===== config.mk =====
export PLATFORM = sky130hd
export DESIGN_NAME = keypad_synth
export DESIGN_NICKNAME = d
export VERILOG_FILES = /design/src/rtl/keypad_synth.sv
export SDC_FILE = /design/constraint.sdc
export NUM_CORES = 1
export LEC_CHECK = 0
export BUFFER_PORTS_ARGS = -buffer_cell sky130_fd_sc_hd__buf_2
export CAP_MARGIN = 20
export CORE_ASPECT_RATIO = 0.75
export CORE_MARGIN = 3
export CORE_UTILIZATION = 41
export CTS_BUF_LIST = sky130_fd_sc_hd__clkbuf_4
export DETAILED_ROUTE_END_ITERATION = 12
export MAX_ROUTING_LAYER = met4
export PLACE_DENSITY = 0.58
export SKIP_CTS_REPAIR_TIMING = 1
export SLEW_MARGIN = 20
export SYNTH_ARGS = -nofsm -noshare
export SYNTH_HDL_FRONTEND = slang
export SYNTH_SLANG_ARGS = --single-unit
export TNS_END_PERCENT = 1

===== constraint.sdc =====
create_clock -name clk -period 5.6 [get_ports clk]
set_input_delay 0.84 -clock clk [delete_from_list [all_inputs] [get_ports clk]]
set_output_delay 0.84 -clock clk [all_outputs]
set_load 0.02 [all_outputs]

===== src/rtl/keypad_synth.sv =====
// rtl/keypad_synth.sv - keypad-to-tone synthesiser with octave shift, mute and attack/release envelope
// Drives the PWM amplifier pins; one note sounds at a time, chosen by key priority.
module keypad_synth #(
    parameter int NUM_KEYS        = 16,
    parameter int DIV_W           = 18,
    parameter int VOL_W           = 8,
    parameter logic [NUM_KEYS*DIV_W-1:0] NOTE_TABLE = {
        18'd80354,  18'd85131,  18'd90193,  18'd95557,
        18'd101239, 18'd107259, 18'd113636, 18'd120395,
        18'd127551, 18'd135139, 18'd143172, 18'd151685,
        18'd160705, 18'd170265, 18'd180388, 18'd191110
    },
    parameter int OCT_MAX         = 2,
    parameter int ENV_STEP_CYCLES = 1000,
    parameter int PRIORITY        = 0,
    localparam int KEY_W  = (NUM_KEYS > 1) ? $clog2(NUM_KEYS) : 1,
    localparam int OCT_W  = (OCT_MAX > 0) ? $clog2(OCT_MAX + 1) : 1
) (
    input  logic                clk,
    input  logic                rst_l,
    input  logic [NUM_KEYS-1:0] keys,
    input  logic                mute_tgl,
    input  logic                oct_up,
    input  logic                oct_dn,
    input  logic [VOL_W-1:0]    volume,
    output logic                ain,
    output logic                gain,
    output logic                shutdown_l,
    output logic                note_on,
    output logic [KEY_W-1:0]    active_key,
    output logic [OCT_W-1:0]    octave,
    output logic                muted
);

    localparam int TICK_W = (ENV_STEP_CYCLES > 1) ? $clog2(ENV_STEP_CYCLES) : 1;

    typedef enum logic [1:0] {
        IDLE    = 2'd0,
        ATTACK  = 2'd1,
        SUSTAIN = 2'd2,
        RELEASE = 2'd3
    } state_t;

    state_t              state_q, state_d;
    logic [VOL_W-1:0]    env_q, env_d;
    logic [VOL_W-1:0]    pc_q, pc_d;
    logic [TICK_W-1:0]   tick_q, tick_d;
    logic [DIV_W-1:0]    cnt_q, cnt_d;
    logic                sq_q, sq_d;
    logic                ain_q, ain_d;
    logic                shutdown_l_q, shutdown_l_d;
    logic                note_on_q, note_on_d;
    logic [KEY_W-1:0]    active_key_q, active_key_d;
    logic [OCT_W-1:0]    octave_q, octave_d;
    logic                muted_q, muted_d;

    logic [KEY_W-1:0]    key_sel;
    logic [DIV_W-1:0]    half;
    logic                tick;
    logic                retune;

    always_comb begin
        key_sel = '0;
        for (int k = 0; k < NUM_KEYS; k++) begin
            if (PRIORITY == 0) begin
                if (keys[NUM_KEYS-1-k]) key_sel = KEY_W'(NUM_KEYS - 1 - k);
            end else begin
                if (keys[k]) key_sel = KEY_W'(k);
            end
        end
    end

    // Pitch follows the registered key/octave so the last note keeps playing through release.
    assign half = NOTE_TABLE[int'(active_key_q) * DIV_W +: DIV_W] >> octave_q;
    assign tick = (tick_q == TICK_W'(ENV_STEP_CYCLES - 1));

    always_comb begin
        muted_d      = muted_q ^ mute_tgl;
        note_on_d    = (keys != '0) & ~muted_d;
        active_key_d = note_on_d ? key_sel : active_key_q;

        octave_d = octave_q;
        if (oct_up && !oct_dn && octave_q != OCT_W'(OCT_MAX)) octave_d = octave_q + OCT_W'(1);
        if (oct_dn && !oct_up && octave_q != '0)              octave_d = octave_q - OCT_W'(1);

        retune = (active_key_d != active_key_q) | (octave_d != octave_q);

        cnt_d = cnt_q + DIV_W'(1);
        sq_d  = sq_q;
        if (retune || half == '0) begin
            cnt_d = '0;
            sq_d  = 1'b0;
        end else if (cnt_q >= half - DIV_W'(1)) begin
            cnt_d = '0;
            sq_d  = ~sq_q;
        end

        tick_d = tick ? '0 : tick_q + TICK_W'(1);
        pc_d   = pc_q + VOL_W'(1);
        ain_d  = sq_q & (pc_q < env_q);
    end

    always_comb begin
        state_d = state_q;
        env_d   = env_q;
        case (state_q)
            IDLE: begin
                env_d = '0;
                if (note_on_q) state_d = ATTACK;
            end
            ATTACK: begin
                if (!note_on_q)          state_d = RELEASE;
                else if (env_q >= volume) state_d = SUSTAIN;
                else if (tick && env_q != {VOL_W{1'b1}}) env_d = env_q + VOL_W'(1);
            end
            SUSTAIN: begin
                if (!note_on_q) state_d = RELEASE;
                else if (tick) begin
                    if (env_q < volume)      env_d = env_q + VOL_W'(1);
                    else if (env_q > volume) env_d = env_q - VOL_W'(1);
                end
            end
            RELEASE: begin
                if (note_on_q)        state_d = ATTACK;
                else if (env_q == '0) state_d = IDLE;
                else if (tick) begin
                    env_d = env_q - VOL_W'(1);
                    // Land in IDLE on the same edge env hits zero so shutdown tracks it exactly.
                    if (env_q == VOL_W'(1)) state_d = IDLE;
                end
            end
            default: state_d = IDLE;
        endcase
        shutdown_l_d = ~(muted_d & (state_d == IDLE));
    end

    always_ff @(posedge clk or negedge rst_l) begin
        if (!rst_l) begin
            state_q      <= IDLE;
            env_q        <= '0;
            pc_q         <= '0;
            tick_q       <= '0;
            cnt_q        <= '0;
            sq_q         <= 1'b0;
            ain_q        <= 1'b0;
            shutdown_l_q <= 1'b1;
            note_on_q    <= 1'b0;
            active_key_q <= '0;
            octave_q     <= '0;
            muted_q      <= 1'b0;
        end else begin
            state_q      <= state_d;
            env_q        <= env_d;
            pc_q         <= pc_d;
            tick_q       <= tick_d;
            cnt_q        <= cnt_d;
            sq_q         <= sq_d;
            ain_q        <= ain_d;
            shutdown_l_q <= shutdown_l_d;
            note_on_q    <= note_on_d;
            active_key_q <= active_key_d;
            octave_q     <= octave_d;
            muted_q      <= muted_d;
        end
    end

    assign ain        = ain_q;
    assign gain       = 1'b1;
    assign shutdown_l = shutdown_l_q;
    assign note_on    = note_on_q;
    assign active_key = active_key_q;
    assign octave     = octave_q;
    assign muted      = muted_q;

endmodule


Word-level counts from Yosys, hierarchy flattened
Cells that the tools add are included.
{"block": "word_totals", "reg_bits": 57, "inputBits": 29, "out_inout_bits": 11, "wordCells": 114}
{"block": "classes", "n_addsub": 8, "multipliers": 1, "n_lt_le_gt_ge": 5, "n_eq_ne": 18, "shifts": 2, "n_mux": 44, "bitwise_logic": 8, "n_reduce_logical": 16}
{"op": "288-bit by 10-bit indexed part select with 18-bit output (first input constant)", "n": 1}
{"op": "8-bit 2-to-1 mux", "n": 10}
{"op": "4-bit 2-to-1 mux", "n": 17}
{"op": "18-bit 2-to-1 mux", "n": 2}
{"op": "8-bit one-hot mux with 4 select lines", "n": 1}
{"op": "2-bit 2-to-1 mux", "n": 10}
{"op": "18-bit by 1-bit adder with 18-bit output (second input constant)", "n": 1}
{"op": "18-bit >= comparator", "n": 1}
{"op": "18-bit logical NOT", "n": 1}
{"op": "2-bit != test (second input constant)", "n": 9}
{"op": "18-bit by 2-bit >> shifter with 18-bit output", "n": 1}
{"op": "18-bit by 1-bit subtractor with 18-bit output (second input constant)", "n": 1}
{"op": "8-bit by 1-bit adder with 8-bit output (second input constant)", "n": 2}
{"op": "8-bit < comparator", "n": 2}
{"op": "16-bit nonzero test", "n": 1}
{"op": "10-bit by 1-bit adder with 10-bit output (second input constant)", "n": 1}
{"op": "10-bit equality test (second input constant)", "n": 1}
{"op": "10-bit 2-to-1 mux", "n": 1}
{"op": "9-bit AND reduction", "n": 1}
{"op": "8-bit by 1-bit equality test with 1-bit output (second input constant)", "n": 1}
{"op": "8-bit >= comparator", "n": 1}
{"op": "8-bit greater-than comparator", "n": 1}
{"op": "8-bit logical NOT", "n": 1}
{"op": "4-bit by 4-bit multiplier with 8-bit output (second input constant)", "n": 1}
{"op": "20 further kinds", "n": 33}

Logic depth before layout (Yosys ltp)
{"block": "depth", "depth_word": 21, "mapped_depth": 25, "ltp_nobuf": 22}

Worst setup path before layout
OpenSTA, ideal clock, no wires.
{"block": "synth_path", "path_kind": "flip-flop to flip-flop", "start": "reg active_key_q[1] (netlist: active_key[1])", "end": "reg cnt_q[10]", "setup_time_ps": 71, "arrival_time_ps": 4599, "required_ps": 5529, "path_slack_ps": 930, "path_stages_with_launch": 24, "n_path_buf": 3, "period_less_slack_ps": 4670, "cell_sequence": "dfrtp_1 > buf_2 > inv_1 > ha_1 > mux2_4 > mux4_2 > mux2i_1 > ha_1 > inv_1 > nor2_1 > nand2_1 > nor4_2 > nand2_1 > xor2_1 > ha_1 > a21o_1 > a21oi_1 > nand2b_1 > o21ai_0 > a41oi_1 > or2_1 > buf_2 > buf_6 > nor2_1"}
{"block": "synth_via", "elab_chain_len": 7, "word_cells_on_any_way": 12, "classes_between": "1 x add/sub; 1 x mul; 1 x order compare; 1 x eq/ne; 2 x shift; 3 x mux; 1 x bitwise; 2 x reduce/logical"}
{"element": "start: declaration", "line_no": "53", "rtl": "logic [KEY_W-1:0] active_key_q, active_key_d;"}
{"element": "start signal: assignment", "line_no": "161", "rtl": "active_key_q <= active_key_d;"}
{"element": "4-bit by 4-bit multiplier with 8-bit output", "line_no": "74", "rtl": "assign half = NOTE_TABLE[int'(active_key_q) * DIV_W +: DIV_W] >> octave_q;"}
{"element": "288-bit by 10-bit indexed part select with 18-bit output", "line_no": "74"}
{"element": "18-bit by 2-bit >> shifter with 18-bit output", "line_no": "74"}
{"element": "18-bit by 1-bit subtractor with 18-bit output", "line_no": "93", "rtl": "end else if (cnt_q >= half - DIV_W'(1)) begin"}
{"element": "18-bit >= comparator", "line_no": "93"}
{"element": "18-bit 2-to-1 mux", "line_no": "93"}
{"element": "18-bit 2-to-1 mux (*)", "line_no": "90", "rtl": "if (retune || half == '0) begin"}
{"element": "named net cnt_d[10]", "line_no": "48", "rtl": "logic [DIV_W-1:0] cnt_q, cnt_d;"}
{"element": "end signal: assignment", "line_no": "156", "rtl": "cnt_q <= cnt_d;"}
{"element": "end: declaration", "line_no": "48"}
Mark *: on every way through the listed nets, which the timed path passes. The rest lies on a longest branch.
A chain may end at the register's enable or synchronous reset.

Worst setup path after layout
{"block": "layout_path", "start": "reg active_key_q[0] (netlist: active_key[0])", "end": "reg cnt_q[5]"}
Same word-level chain as after synthesis.

==> out/results.ini <==
[worst_setup_path]
cpLargestDelayFamily = simple AND/OR/NAND/NOR gates
critical_path_class = register to register
path_cells = inv_1, ha_1, nand2_1, nand2_1, mux4_2, nor2_1, o21bai_1, ha_1, inv_1, nor2_1, nand2_1, nor4_2, nand2_1, xor2_1, ha_1, a21o_1, a21oi_1, nand2b_1, o21ai_0, a41oi_1, or2_1, nor2_1
required_ns = 5.93
rrSetupSlack_ns = 0.60
cp_slowest_cell = dfrtp_1
start_kind = register
path_max_fanout = 18
crit_arrival_ns = 5.34
critPathCaptureType = register
max_stage_delay_ns = 0.54
path_common_cell = nand2_1
crit_buf_inv = 2

[status]
status = finished clean

[floorplan]
die_area_mm2 = 0.0142
rows = 35
die_width_um = 137
start_util_pct = 42.5
io_pins = 40
die_h_um = 104
core-area_mm2 = 0.0124

[timing]
period_share_pct = 89.3
period_needed_ns = 5.00
finalHoldViolCount = 0
finClkSkew_ns = 0.0245
setup_tns_ns = 0
worst_pin_slew_ns = 0.732
finalSetupViolCount = 0
fmax_ghz = 0.200
rsz0062_at_grt = false
slew_headroom_pct = 51.2
maxSlewViolCount = 0

[yosys]
yosys-top-cells-area = dfrtp_1 (27%), ha_1 (12%), nor2_1 (5.0%)
yosysMostFrequentCell = nor2_1
synth_top_area_share_pct = 26.6
synth_seq_cells = 57
synth_fp_nets = 712
yosysWarnings = 0
synth_edf_count = 0
synth_common_cells = nor2_1 (70), dfrtp_1 (56), nand2_1 (53), ha_1 (50), a21oi_1 (40)
ys_types = 75
syn_area_mm2 = 0.00526
async_reset_ff_share_pct = 100
synthCells = 633
yosysTopAreaCell = dfrtp_1
synth_ff_type = dfrtp_1
yosysSeqAreaShare_pct = 27.1
synth_area_per_cell_um2 = 8.31

[route]
route.detailed.drc = 0
wl_met1_mm = 6.49
wire_per_inst_um = 15.1
dr.max_layer_used = met4
drt_iter0_drc = 355
via_per_inst = 5.48
drtPass1Iterations = 5
vias = 4588
route.met2.wl_mm = 5.35
wirelength_mm = 12.6
met3_length_um = 647
detail-route-antenna-nets = 0

[finish]
final.fill_count = 1235
nets = 745
syn2layout_area_growth_pct = 8.92
post-route-util_pct = 46.2
antenna-diode-count = 0
seq_area_mm2 = 0.00143
drive_gt1_share_pct = 13.6
multi_input_area_mm2 = 0.00356

[clock_network]
cts_buffers = 9
cts-root-buf = clkbuf_4
cts_tree = done
worstSkewPairLatency_ns = 0.41
cts_max_level = 3
cts_sinks = 57
cts_buffer_depth = 2
clk_pin_slew_ns = 0.10

[global_routing]
grt_usage_pct = 19.3
antenna_found_initial = 0
grt_pass1_vias = 4420
grt_pass1_wl_mm = 21.9
gr-total-overflow = 0
grt_max_degree = 58

[min_path]
hold_path_class = register to register

[place]
routabilityCongestion = 0.949
dp.final_hpwl_mm = 9.67
portBuffers = 38

[power]
vdd_drop_max_mv = 0.241
powerDensity_mw_per_mm2 = 553
p_leak_nw = 2.54

[flow_run]
max_cap_viol_count = 0

[state kept, by name, summed over array words and instances, names as in the netlist, 2 cells and up]
register	cells
cnt_q	18
tick_q	10
env_q	8
pc_q	8
active_key	4
octave	2
state_q	2
[path summary, 6_finish.rpt]
| path | start | endpoint | cells after the start |
|---|---|---|---|
| max reg2reg | active_key[0] | cnt_q[5] | 22 |
| min in group asynchronous | rst_l | env_q[6] | 2 |
| min | pc_q[7] | pc_q[7] | 1 |
| min reg2reg | pc_q[7] | pc_q[7] | 1 |
| max | active_key[0] | cnt_q[5] | 22 |
| max in group asynchronous | rst_l | pc_q[6] | 2 |
[power breakdown]
group | leakage, nW | total, mW | switching (mW) | internal [mW]
clock | 0.0787 | 0.306 | 0.158 | 0.149
sequential | 0.737 | 0.608 | 0.133 | 0.475
combinational | 1.73 | 2.25 | 1.33 | 0.927
[through the flow]
| step | hold WS (ns) | cell area (um^2) | total power, mW | cells | setup slack, ns |
|---|---|---|---|---|---|
| 2_1_floorplan | 0.445 | 5260 | 2.34 | 633 | 0.930 |
| 3_3_place_gp | 0.465 | 5600 | 2.83 | 821 | 0.784 |
| 3_5_place_dp | 0.473 | 5600 | 2.85 | 821 | 0.573 |
| 4_1_cts | 0.489 | 5730 | 3.18 | 837 | 0.542 |
| 5_1_grt | 0.514 | 5730 | 3.51 | 837 | 0.142 |
| 6_report | 0.483 | 5730 | 3.17 | 837 | 0.597 |
[kinds of logic after synthesis]
logic type               after synthesis  share of synthesized area, %
AND/OR/NAND/NOR                      249                          24.3
AO/OA/AOI/OAI                        147                          18.3
buffers and inverters                 61                          5.18
flip-flops                            57                          27.1
adder cells (fa/ha/maj)               51                          12.1
XOR/XNOR                              48                          7.99
multiplexers                          19                          4.97
other                                  1                        0.0713
[final cells by class]
class	count	share of cell area, %
clock inverter	4	0.764
clock buffer	12	1.57
tap	166	3.62
sequential	57	24.9
inverter	34	2.23
timing repair buffer	49	4.76
multi-input combinational	515	62.1
[routing by layer]
metal	track usage, %	vias up
li1	-	2329
met1	28.9	2118
met2	26.7	129
met3	4.21	12
met4	3.56	0
met5	-	-
[cell usage in the layout, fill, tap and decap left out, types with 12 or more instances in the layout]
cell      synthesis  final
nor2b_1          15     15
ha_1             50     50
buf_2             8     38
nor3_1           15     15
xor2_1           19     19
inv_1            32     32
nand2b_1         14     14
o21ai_0          33     33
dfrtp_1          56     56
nor2_1           70     70
nand2_1          53     53
clkbuf_4          0     12
nand3_1          26     26
xnor2_1          29     29
a21oi_1          40     40
Note: power is estimated with default switching activity, not from simulation.
